==> src/rtl/rob.sv <==
// rob: in-order reorder buffer with combinational tail index, writeback marking and valid/ready commit
module rob #(
    parameter int DEPTH = 64,
    parameter int IDX_W = 6,
    parameter int UOP_W = 32
) (
    input  logic             clk,
    input  logic             rst_n,
    input  logic             alloc_valid,
    input  logic [UOP_W-1:0] alloc_uop,
    output logic             alloc_ready,
    output logic [IDX_W-1:0] alloc_idx,
    input  logic             wb_valid,
    input  logic [IDX_W-1:0] wb_idx,
    input  logic             wb_exc,
    output logic             commit_valid,
    output logic [UOP_W-1:0] commit_uop,
    output logic [IDX_W-1:0] commit_idx,
    output logic             commit_exc,
    input  logic             commit_ready,
    input  logic             flush,
    output logic [IDX_W:0]   count,
    output logic             empty
);
    logic [DEPTH-1:0] valid, done, exc;
    logic [UOP_W-1:0] uop [DEPTH];
    logic [IDX_W:0]   head, tail;
    logic [IDX_W-1:0] hd, tl;
    logic             full, alloc_fire, wb_fire, commit_fire;

    assign hd = head[IDX_W-1:0];
    assign tl = tail[IDX_W-1:0];
    assign full = (head[IDX_W] != tail[IDX_W]) && (hd == tl);
    assign empty = head == tail;
    // Pointer difference including the wrap bit yields 0..DEPTH directly.
    assign count = tail - head;
    assign alloc_ready = !full && !flush;
    assign alloc_idx = tl;
    assign alloc_fire = alloc_valid && alloc_ready;
    // A writeback colliding with a same-cycle allocation loses to the new entry.
    assign wb_fire = wb_valid && valid[wb_idx] && !(alloc_fire && wb_idx == tl);
    assign commit_valid = valid[hd] && done[hd] && !flush;
    assign commit_fire = commit_valid && commit_ready;
    assign commit_uop = uop[hd];
    assign commit_idx = hd;
    assign commit_exc = exc[hd];

    // Entry status bits and pointers; flush overrides every other update.
    always_ff @(posedge clk or negedge rst_n) begin
        if (!rst_n) begin
            head  <= '0;
            tail  <= '0;
            valid <= '0;
            done  <= '0;
            exc   <= '0;
        end else if (flush) begin
            head  <= '0;
            tail  <= '0;
            valid <= '0;
        end else begin
            if (alloc_fire) begin
                valid[tl] <= 1'b1;
                done[tl]  <= 1'b0;
                exc[tl]   <= 1'b0;
                tail      <= tail + 1'b1;
            end
            if (wb_fire) begin
                done[wb_idx] <= 1'b1;
                exc[wb_idx]  <= wb_exc;
            end
            if (commit_fire) begin
                valid[hd] <= 1'b0;
                head      <= head + 1'b1;
            end
        end
    end

    // Uop payload needs no reset; the valid bit qualifies it.
    always_ff @(posedge clk) begin
        if (alloc_fire) uop[tl] <= alloc_uop;
    end
endmodule

==> config.mk <==
export PLATFORM = sky130hd
export DESIGN_NAME = rob
export DESIGN_NICKNAME = d
export VERILOG_FILES = /design/src/rtl/rob.sv
export SDC_FILE = /design/constraint.sdc
export NUM_CORES = 2
export LEC_CHECK = 0
export BUFFER_PORTS_ARGS = -buffer_cell sky130_fd_sc_hd__buf_2
export CORE_MARGIN = 1.5
export CORE_UTILIZATION = 35
export CTS_BUF_LIST = sky130_fd_sc_hd__clkbuf_8
export CTS_CLUSTER_DIAMETER = 100
export DETAILED_ROUTE_END_ITERATION = 7
export MAX_ROUTING_LAYER = met4
export PLACE_DENSITY_LB_ADDON = 0.2
export SYNTH_ARGS = -nofsm -noshare
export SYNTH_HDL_FRONTEND = slang
export SYNTH_SLANG_ARGS = --single-unit
==> constraint.sdc <==
create_clock -name clk -period 10.36 [get_ports clk]
set_clock_uncertainty 0.05 [all_clocks]
set_input_delay 2.072 -clock clk [delete_from_list [all_inputs] [get_ports clk]]
set_output_delay 2.072 -clock clk [all_outputs]
set_load 0.02 [all_outputs]
Yosys cells after proc, flatten, opt, wreduce, memory -nomap -nowiden. Memory sizes are Yosys's and may differ from the RTL's. Index checks and enable logic that the tools add are counted.

Order comparisons: 6. Reductions and logical operators: 17. Muxes and demuxes: 31. Bitwise operators: 7. Equality and inequality tests: 4. Add/subtract/negate cells: 3.

Operators by type and width (count): two-way mux 64 bit (10); bitwise AND 64 bit (3); inverter 64 bit (2); OR 64 bit (2); bitwise mux 64 bit (1); two-way mux 7 bit (4); binary-select mux 1 bit (select 6 bit) (4); < comparator 6 x 7 -> 1 bit (second input constant) (3); demux 1 bit (select 6 bit) (3); greater-or-equal comparator 6 x 1 -> 1 bit (second input constant) (3); adder 7 x 1 -> 7 bit (second input constant) (2); equality test 6 bit (2); logical AND 1 bit (12); two-way mux 1 bit (9); equality test 7 bit (1); subtractor 7 bit (1); nonzero test 2 bit (2); logical NOT 1 bit (3); inequality test 1 bit (1).

Word-level logic and storage cells: 74. Register bits: 206. Bits in writable memories: 2048. Memories: 1. Input bits: 45. Output and inout port bits: 55.

Memory list: uop (depth 64, bits a word 32, read ports 1, clocked after memory_dff 0, wr ports 1, line 26) `logic [UOP_W-1:0] uop [DEPTH];`.

Depth between registers and ports, before layout.
Depth in word-level cells: 10. Mapped depth: 13. Gate-level depth less buffers: 10.

Worst setup path after synthesis. OpenSTA, ideal clock, no wires.

Path type: input to output. Start point: input port flush. End point: output port alloc_ready. Stages: 4. Path slack: 5296 ps. Arrival: 2942 ps. Required time: 8238 ps. Path through: inv_1 > clkbuf_1 > clkbuf_1 > o31a_1.

Cells in the longest elaborated chain, start to end: 2.

Ends and longest elaborated chain: start: declaration (line 21) `input logic flush,`; logical NOT 1 bit (line 37) `assign alloc_ready = !full && !flush;`; logical AND 1 bit (line 37); end: declaration (line 11) `output logic alloc_ready,`.

No other way between the ends.

Worst setup path after layout.
Start point: register head[1]. End point: output port commit_uop[4].

Cells in the longest elaborated chain, start to end: 1.

Ends and longest elaborated chain: start: declaration (line 27) `logic [IDX_W:0] head, tail;`; start signal: assignment (line 73) `head <= head + 1'b1;`; memory (64 x 32 bit); end: declaration (line 17) `output logic [UOP_W-1:0] commit_uop,`.

No other way between the ends.

==> key figures <==
Place
  • Dpl hpwl: 147000 um
  • Cell area after placement: around 90000 um^2
  • # port buffers: slightly below 100
  • Final GP Congestion: about 0.85
  • DP Cell Count: 8085
  • Dpl ws: 3790 ps

Yosys
  • YS warnings: 0
  • Top cells by area, synth: edfxtp_1 72%, a22oi_1 6.8%, dfrtp_1 6.1%, a22o_1 2.3%, a221oi_1 1.7%
  • Netlist Area Pre-Place: 84900 um^2
  • Synth unique cells: 67
  • Sequential area share after synthesis: between 70 and 80%
  • Syn nets: between 5k and 6k
  • Post-synth EDFFs: a little over 2k
  • Cells after synthesis: 5007
  • Share of the synthesized area in the top cell type: 72.4%
  • Post-synthesis register bit count: 2254
  • Most used flip-flop cell after synthesis: edfxtp_1
  • Mean Syn Cell Area: approximately 17 um^2
  • Ys async rst share: 9.14%
  • Post-synth top area cell: edfxtp_1

GRT
  • Grt total ovfl: 0
  • Initial antenna violation count: 24
  • Largest net degree at the start of global routing: 115
  • Overall Global Routing Usage: approximately a quarter
  • Vias in the first global route: roughly 52k
  • First-pass GRT wire length: between 400000 and 500000 um

Power
  • P_leak: between 30 and 40 nW
  • Power share of the combinational group: under 10%
  • Clock power frac: between 40% and 50%
  • Power density cells: 182 nW/um^2
  • Design Power: roughly 17 mW
  • Flop pwr share: 57.0%
  • Max VDD drop: between 0.0001 and 0.00015 V
  • Switching Fraction: between 20% and 30%
  • Cell Int Power: roughly 14 mW
  • Psw: about 3.8 mW

Timing
  • Worst-Margin Slew: roughly 1200 ps
  • Worst hold slack: 455 ps
  • Worst rel slew slack: roughly 17%
  • RSZ-0062 raised after global routing: false
  • Final WS setup: around 2700 ps
  • Final Hold Vio Count: 0
  • Final Max Tran Viols: 0
  • Period Utilization, post-route: 74.1%
  • Final setup viols: 0
  • Sum of negative setup slack: 0 ps
  • Fin crit period: approximately 7700 ps
  • Max Clk Rate: roughly 130 MHz

Clock network
  • Clock buffer depth: 4
  • Post_cts resized: 0
  • CTS Hold Bufs: 0
  • Worst-Skew Late Latency: ~1100 ps
  • Root Driver: clkbuf_8
  • Postcts setup bufs: 0
  • H-tree depth: 5
  • CTS tree: yes
  • Clk slew on worst S/H paths: 60 ps
  • Clock sink total: approximately 2.3k
  • Cts bufs inserted: between 300 and 400

Die
  • Initial Util: 35.2%
  • Die H: a little under 500 um
  • Die area: 246000 um^2
  • Cell Rows: 180
  • # IOs: 100
  • Core Footprint: 241000 um^2
  • DIE WIDTH: 496 um

Routing
  • DR WL/cell: 35.8 um
  • Routed vias: ~54k
  • Post-route DRC: 0
  • 1st-iter DRT viols: between 7k and 8k
  • Final ANT Viol Nets: 0
  • Vias per std cell: between 6 and 7
  • Routed WL: between 300000 and 400000 um
  • TritonRoute pass-1 iters: 7

Critical path
  • Crit path required time: about 8200 ps
  • Crit. End Element: primary output
  • CP Class: reg2out
  • Worst setup SP type: register
  • Signal arrival time at the worst endpoint: 5550 ps
  • Max stage delay on crit path: just over 900 ps
  • Top cell by count, worst path: buf_4
  • CP Cell Sequence: buf_4, nand2_1, nor2_4, buf_4, a221oi_1, a31oi_1, a21oi_1, nand3_1, buf_2
  • Highest-delay cell along the critical path: nor2_4
  • Crit Path Max Fanout: 48

Finish
  • # fillers: between 20k and 25k
  • Layout Cells excl Fill: 8769
  • Layout cell share with drive strength beyond 1: 15.2%
  • Fin area: slightly below 100000 um^2
  • Area of the multi-input gates: ~17000 um^2
  • Area grow syn2layout: 13.3%
  • Util after Layout: 39.9%
  • Reg area: ~67000 um^2
  • Layout Nets: about 5.3k

Run
  • MaxCap Viol Count: 0

Outcome
  • Status: complete, no violations

Hold path
  • Worst hold path class: reg2reg
==> power groups by stage <==
| stage | combinational [mW] | sequential (mW) | clock [mW] |
|---|---|---|---|
| 6_report | 0.312 | 9.96 | 7.20 |
| 5_1_grt | 0.334 | 9.96 | 7.69 |
| 4_1_cts | 0.309 | 9.96 | 7.30 |
| 3_5_place_dp | 0.309 | 10.1 | 0 |
| 3_3_place_gp | 0.302 | 10.1 | 0 |
| 2_1_floorplan | 0.0998 | 10.1 | 0 |
==> cell families (layout without fill, tap and decap cells) <==
logic type,count (synthesis),in the layout,share of synthesized area (%)
mux,57,57,0.904
other cells,0,14,0
flops,2254,2254,78.5
xor+xnor,18,18,0.186
fa+ha+maj,9,9,0.141
compound gates,1736,1736,15.4
buf+inv,443,1006,2.10
simple gates,490,490,2.84
==> cells in the mapped netlist (15+ instances only) <==
library cell and n:
a41oi_1 55, o21ai_0 61, nand4_1 63, nor4_1 31, nor2_1 69, nand3_1 66, buf_1 69, dfrtp_1 206
nand2_1 166, inv_1 80, a22oi_1 773, mux2_2 18, nor3_1 21, a22o_1 224, o211ai_1 25, a21oi_1 161
mux2i_1 25, buf_2 25, a221oi_1 166, a31oi_1 165, a221o_1 43, and3_1 15, edfxtp_1 2048, clkbuf_1 247
==> final timing paths <==
path / start / endpoint / slack (ps) / cells past startpoint
worst max-delay path: head[1] / commit_uop[4] / 2680 / 9
worst min-delay path: done[43] / done[43] / 450 / 1
worst max register to register: head[3] / valid[13] / 5120 / 11
worst min register to register: done[43] / done[43] / 450 / 1
max in group asynchronous: rst_n / done[55] / 7790 / 2
min in group asynchronous: rst_n / done[13] / 1020 / 1
==> state kept, by name (all words and copies together) (netlist names) <==
signal,count
tail,7
done,64
exc,64
uop,2048
valid,64
head,7
==> metal layers <==
layer	track usage (%)	up-vias	share of wire (%)
met3	4.39	556	8.8
met2	37.9	3122	45
met5	-	-	0
li1	-	21500	-
met1	36.2	28700	43
met4	8.87	0	3.4
==> critical path: cells and delay by family (launching register included) <==
family	cells	cell delay, ps
AO/OA/AOI/OAI	3	550
buffers and inverters	3	1450
flip-flops	1	650
AND/OR/NAND/NOR	3	1720
==> cell type report <==
class                      instances  share of cell area, %
tap                             3185                   4.14
antenna                           14                 0.0364
clock buffer                     404                   5.78
clock inverter                   266                   1.16
multi-input combinational       2310                   17.4
sequential                      2254                   69.3
inverter                          84                  0.328
timing repair buffer             252                   1.91
==> layout by cell type, fill, tap and decap left out, drive strengths merged, types with 15 or more instances in the layout <==
| master | instances |
|---|---|
| a41oi | 55 |
| clkinv | 133 |
| a22o | 224 |
| mux2i | 25 |
| o21ai | 62 |
| a221o | 43 |
| nor3 | 22 |
| inv | 212 |
| edfxtp | 2048 |
| a221oi | 166 |
| a211oi | 18 |
| and3 | 15 |
| nor4 | 31 |
| nand2 | 166 |
| nand4 | 63 |
| a22oi | 773 |
| dfrtp | 206 |
| a21oi | 161 |
| o211ai | 25 |
| a31oi | 165 |
| nor2 | 69 |
| nand3 | 66 |
| buf | 251 |
| clkbuf | 405 |
| mux2 | 18 |
(Power assumes the default switching activity.)
